File: src/rtl/oka_seq_mul.sv
// Sequential Karatsuba-style GF(2) polynomial multiplier: even/odd operand split,
// three half-width sub-products on one shared digit-serial engine, then recombination.
module oka_seq_mul #(
   parameter int N   = 142,
   parameter int DIG = 8
) (
   input  logic           clk,
   input  logic           rst,
   input  logic           in_valid,
   output logic           in_ready,
   input  logic [N-1:0]   a,
   input  logic [N-1:0]   b,
   output logic           out_valid,
   input  logic           out_ready,
   output logic [2*N-2:0] y,
   output logic           busy
);

   localparam int H  = N / 2;
   localparam int K  = (H + DIG - 1) / DIG;
   localparam int KW = (K > 1) ? $clog2(K) : 1;
   localparam int AW = 2 * H - 1;
   localparam int YW = K * DIG;

   typedef enum logic [1:0] {IDLE, RUN, COMB, OUT} state_t;

   state_t         state, state_nx;
   logic [N-1:0]   a_r, b_r;
   logic [1:0]     phase;
   logic [KW-1:0]  digit;
   logic [AW-1:0]  acc, c0, c1, acc_step;
   logic [H-1:0]   ae, ao, be, bo, x_op, y_op;
   logic [YW-1:0]  y_pad;
   logic [DIG-1:0] dig_bits;
   logic [2*N-2:0] y_nx;
   logic           last_digit;

   // acc ^= (x * d) << (DIG*k); bits past AW can only come from zero padding
   function automatic logic [AW-1:0] mac(input logic [AW-1:0] acc_in, input logic [H-1:0] x,
                                         input logic [DIG-1:0] d, input logic [KW-1:0] k);
      logic [AW-1:0] r, xs;
      r  = acc_in;
      xs = AW'(x) << (DIG * int'(k));
      for (int j = 0; j < DIG; j++)
         if (d[j]) r = r ^ (xs << j);
      return r;
   endfunction

   always_comb begin
      for (int i = 0; i < H; i++) begin
         ae[i] = a_r[2*i];
         ao[i] = a_r[2*i+1];
         be[i] = b_r[2*i];
         bo[i] = b_r[2*i+1];
      end
   end

   always_comb begin
      x_op = ae ^ ao;
      y_op = be ^ bo;
      case (phase)
         2'd0: begin x_op = ae; y_op = be; end
         2'd1: begin x_op = ao; y_op = bo; end
         default: ;
      endcase
   end

   assign y_pad      = YW'(y_op);
   assign dig_bits   = DIG'(y_pad >> (DIG * int'(digit)));
   assign acc_step   = mac(acc, x_op, dig_bits, digit);
   assign last_digit = (digit == KW'(K - 1));

   // acc holds C2 once RUN finishes; c0x/c1x align C0[i] and C1[i-1] on even output bits
   always_comb begin
      logic [N-1:0]  c0x, c1x;
      logic [AW-1:0] m;
      c0x  = {1'b0, c0};
      c1x  = {c1, 1'b0};
      m    = acc ^ c0 ^ c1;
      y_nx = '0;
      for (int i = 0; i < N; i++)
         y_nx[2*i] = c0x[i] ^ c1x[i];
      for (int i = 0; i < N - 1; i++)
         y_nx[2*i+1] = m[i];
   end

   always_ff @(posedge clk or posedge rst) begin
      if (rst) state <= IDLE;
      else     state <= state_nx;
   end

   always_comb begin
      state_nx = state;
      case (state)
         IDLE: if (in_valid) state_nx = RUN;
         RUN:  if (last_digit && phase == 2'd2) state_nx = COMB;
         COMB: state_nx = OUT;
         OUT:  if (out_ready) state_nx = IDLE;
         default: state_nx = IDLE;
      endcase
   end

   assign in_ready = (state == IDLE);
   assign busy     = (state != IDLE);

   always_ff @(posedge clk or posedge rst) begin
      if (rst) begin
         a_r       <= '0;
         b_r       <= '0;
         acc       <= '0;
         c0        <= '0;
         c1        <= '0;
         phase     <= '0;
         digit     <= '0;
         y         <= '0;
         out_valid <= 1'b0;
      end else begin
         out_valid <= (state == COMB) || (state == OUT && !out_ready);
         case (state)
            IDLE: if (in_valid) begin
               a_r   <= a;
               b_r   <= b;
               acc   <= '0;
               phase <= '0;
               digit <= '0;
            end
            RUN: begin
               if (last_digit) begin
                  digit <= '0;
                  phase <= phase + 2'd1;
                  case (phase)
                     2'd0:    begin c0 <= acc_step; acc <= '0; end
                     2'd1:    begin c1 <= acc_step; acc <= '0; end
                     default: acc <= acc_step;
                  endcase
               end else begin
                  digit <= digit + KW'(1);
                  acc   <= acc_step;
               end
            end
            COMB: y <= y_nx;
            default: ;
         endcase
      end
   end

endmodule

File: config.mk
export PLATFORM = sky130hd
export DESIGN_NAME = oka_seq_mul
export DESIGN_NICKNAME = d
export VERILOG_FILES = /design/src/rtl/oka_seq_mul.sv
export SDC_FILE = /design/constraint.sdc
export NUM_CORES = 2
export LEC_CHECK = 0
export CORE_MARGIN = 5
export CORE_UTILIZATION = 40
export CTS_BUF_LIST = sky130_fd_sc_hd__clkbuf_4
export DETAILED_ROUTE_END_ITERATION = 12
export GPL_ROUTABILITY_DRIVEN = 0
export SYNTH_ARGS = -nofsm -noshare
export SYNTH_HDL_FRONTEND = slang
export SYNTH_SLANG_ARGS = --single-unit
export TNS_END_PERCENT = 10
File: constraint.sdc
create_clock -name clk -period 51.5 [get_ports clk]
set_input_delay 15.45 -clock clk [delete_from_list [all_inputs] [get_ports clk]]
set_output_delay 15.45 -clock clk [all_outputs]
set_load 0.01 [all_outputs]
# After elaboration in Yosys (flattened, before gate mapping)
# Cells that the tools add are included.
[totals]
regBits = 999
input_bits = 288
out_inout_bits = 286
wordCells = 215
[op_classes]
n_addsub = 2
eq_ne = 10
shifts = 2
n_mux = 24
bitwise = 152
reduce_logical = 15
[op_table]
columns = ["op", "count"]
rows = [
  ["two-way mux 141 bit", 11],
  ["bitwise XOR 141 bit", 10],
  ["case mux 71 bit (2 select lines)", 2],
  ["case mux 141 bit (2 select lines)", 1],
  ["bitwise XOR 71 bit", 2],
  ["<< shifter 71 x 7 -> 141 bit", 1],
  ["bitwise XOR 1 bit", 140],
  ["right shift 71 x 7 -> 8 bit", 1],
  ["AND reduction 3 bit", 4],
  ["two-way mux 2 bit", 5],
  ["two-way mux 4 bit", 2],
  ["!= test 2 bit, second input constant", 4],
  ["case mux 2 bit (4 select lines)", 1],
  ["case mux 4 bit (2 select lines)", 1],
  ["== test 2 bit, second input constant", 3],
  ["adder 4 x 1 -> 4 bit, second input constant", 1],
  ["== test 2 x 1 -> 1 bit, second input constant", 2],
  ["== test 4 bit, second input constant", 1],
  ["logical NOT 2 bit", 2],
  ["case mux 2 bit (2 select lines)", 1],
  ["AND reduction 2 bit", 2],
  ["nonzero test 2 bit", 2],
  ["adder 2 x 1 -> 2 bit, second input constant", 1],
  ["logical AND 1 bit", 2],
  ["3 further kinds", 3],
]

# Depth between registers and ports, before layout
[depth]
ltp_word = 22
ltp_mapped = 20
mapped_depth_nobuf = 12

# Least setup slack after synthesis
# No wires, ideal clock.
[synth_path]
path_type = "input to register"
start = "input in_valid"
end = "register acc[43]"
setup_time_ns = 0.069
t_arrival_ns = 16.706
required_ns = 51.431
slack_ns = 34.725
path_stages = 7
n_path_buf = 2
path_cell_list = "nand2b_1 -> nand2_1 -> or2_2 -> clkbuf_1 -> clkbuf_1 -> or3_1 -> nand3_1"
[synth_via]
elab_chain_len = 2
[synth_lines]
columns = ["element", "line", "rtl"]
rows = [
  ["from (decl)", "9", "input logic in_valid,"],
  ["!= test 2 bit (no source line)", "n/a", ""],
  ["AND reduction 2 bit (no source line)", "n/a", ""],
  ["to (signal assigned)", "134", "default: acc <= acc_step;"],
  ["to (signal assigned)", "138", "acc <= acc_step;"],
  ["to (decl)", "31", "logic [AW-1:0] acc, c0, c1, acc_step;"],
]
# Every way passes these cells.
# A chain may end at the register's enable or synchronous reset.

# Worst setup path in the final report
[layout_path]
start = "register state[0]"
end = "output in_ready"
[layout_via]
elab_chain_len = 1
[layout_lines]
columns = ["element", "line", "rtl"]
rows = [
  ["from (decl)", "27", "state_t state, state_nx;"],
  ["from (signal assigned)", "89", "else state <= state_nx;"],
  ["logical NOT 2 bit", "103", "assign in_ready = (state == IDLE);"],
  ["to (decl)", "10", "output logic in_ready,"],
]
# Every way passes these cells.

==> flow_summary.ini <==
[global_route]
grt_first_pass_wirelength_mm = 330
grt_max_degree = 172
track_usage = 0.265
grt_pass1_vias = 50701
antenna_found_initial = 39
grt_overflow = 0

[sta]
max_freq_ghz = 0.0544
finalSetupTns_ns = 0
relSlewSlack = 0.0191
rsz0062_at_grt = no
period_needed_ns = 18.39
hold_viol = 0
finalCritPeriodShare = 0.357
finClkSkew_ns = 0.114
timing.hold.ws_ns = 0.502
worstMarginPinSlew_ns = 1.43
setup_violations = 0
finalMaxSlewViolations = 0

[die]
die_h_um = 407
ios = 574
dieArea_um2 = 166000
start_util = 0.403
die_x_um = 407
core_um2 = 157000
row_count = 145

[layout]
area_growth_pct = 16.9
final_util = 0.471
nNetsFinal = 7359
nFillCells = 14840
drive_gt1_frac = 0.167
fin_cells = 9323

[clocking]
post-cts-setup-buffer-count = 0
cts_hold_buffers = 0
htree_levels = 5
numCtsBuffers = 298
cts_resized = 0
clkSinkCount = 999
clock_latency_ns = 1.27
clockBufferDepth = 4
path_clk_slew_ns = 0.07
cts-root-buf = clkbuf_4
cts_tree = built

[logic_synthesis]
ys.flop_type = dfrtp_1
synth_top_family_by_area = XOR/XNOR gates
synth_mux_area_frac = 0.119
synth_simple_gate_area_frac = 0.112
synth_adder_area_share = 0.00179
seq_area_frac_synth = 0.396
synth.distinct_cells = 86
syn-cell-area_um2 = 63100
ys_ff_latch = 999
syn-num-nets = 6816
postSynthAreaPerCell_um2 = 9.68
synthCells = 6519
synth_edf_count = 0
async_flop_share = 1.00
synth_xor_xnor_area_share = 0.212
yosys_warnings = 0
synth_compound_area_frac = 0.127

[detailed_routing]
drtPass1Iterations = 13
antenna_left = 0
wl_per_cell_um = 24.2
route.detailed.drc = 0
finalWirelength_mm = 225
drtIter0Drc = 5360
via_per_inst = 5.56
vias = 51840

[setup_path]
max_stage_delay_ns = 0.64
slowest_stage = clkdlybuf4s50_1
arrival_ns = 2.94
cp-end-kind = output port
startpoint_type = flip-flop
cp.required_ns = 36.05
worst-setup-path-type = flip-flop to output port
critPathMaxFanout = 6
crit_chain = inv_1 > ha_1 > clkdlybuf4s50_1

[placement]
dp_cells = 8820
portBuffers = 573
place_hpwl_mm = 161

[min_path]
worstHoldPathType = flip-flop to flip-flop

[job]
cap_violations = 0

[run_status]
outcome = finished, final reports clean
critical path, delay by kind of cell (launching register included):
kind	cells	cell delay, ns
flip-flops	1	0.41
buffers and inverters	2	0.79
adder cells (fa/ha/maj)	1	0.47
worst paths after layout:
path | from | to | slack, ns | depth (start not counted)
worst max-delay path | state[0] | in_ready | 33.11 | 3
worst min-delay path | y[139] | y[139] | 0.50 | 1
worst max register to register | phase[1] | c0[77] | 44.49 | 15
worst min register to register | y[139] | y[139] | 0.50 | 1
max in group asynchronous | rst | acc[70] | 33.55 | 5
min in group asynchronous | rst | y[40] | 14.79 | 2
synth_stat cells (52+ instances only):
library cell     n  area [um^2]
xor2_1         258         2260
xnor2_1       1173        10300
o21ai_0        312         1560
mux2_2         549         6180
nand2_1        746         2800
buf_2          144          721
a21oi_1        183          916
a22oi_1         77          578
a22o_1          71          622
dfrtp_1        999        25000
a221oi_1        71          622
o21bai_1       211         1580
nor2_1         875         3280
clkbuf_1       213          800
o21ai_1         52          260
kinds of logic after synthesis:
logic type | Yosys count
AOI/OAI and AO/OA | 1189
buffers and inverters | 443
adders and majority gates | 9
muxes | 632
xor gates and xnor gates | 1468
DFF | 999
and+or+nand+nor | 1779
routing by layer:
metal,global-route usage,share of wire
met1,0.341,0.41
met2,0.398,0.44
met3,0.0916,0.10
met4,0.128,0.051
met5,0,0.00063
through the flow:
step           cell area, um^2  setup slack, ns
2_1_floorplan            63100             7.94
3_3_place_gp             70300            32.18
3_5_place_dp             70300            32.21
4_1_cts                  73700            32.88
5_1_grt                  73700            32.92
6_report                 73700            33.11
area by class of cell:
class | count | area (um^2) | share of cell area
multi-input cells | 5077 | 36200 | 0.490
inverters | 15 | 63.8 | 0.000865
well taps | 2058 | 2570 | 0.0349
clock inverters | 63 | 277 | 0.00375
repair buffers | 671 | 6510 | 0.0883
flip-flops and latches | 999 | 25000 | 0.339
diodes | 31 | 77.6 | 0.00105
clock buffers | 409 | 3070 | 0.0416
placed cells by master, fill, tap and decap left out, drive strengths merged, types with 10 or more instances in the layout:
master,instances
nor2,880
dfrtp,999
a221oi,75
a22oi,84
nor3,23
xnor2,1174
nand2b,20
a31oi,25
o211ai,10
a32oi,11
o22ai,29
inv,20
o21bai,216
mux4,37
mux2,554
diode,31
nand3,33
o32ai,12
a22o,71
o21ai,365
or2,11
xnor3,36
clkbuf,409
clkdlybuf4s50,573
and2,26
mux2i,41
nand2,746
xor2,258
clkinv,57
a21oi,190
a211oi,26
or3,16
buf,98
flip-flops by register name, summed over array words and instances (netlist names):
register,cells
out_valid,1
acc,141
c0,141
digit,4
c1,141
b_r,142
phase,2
state,2
y,283
a_r,142
Power is left out: the tool's default activity adds up to more than one toggle a clock period on the data nets, which glitch-free logic cannot reach.
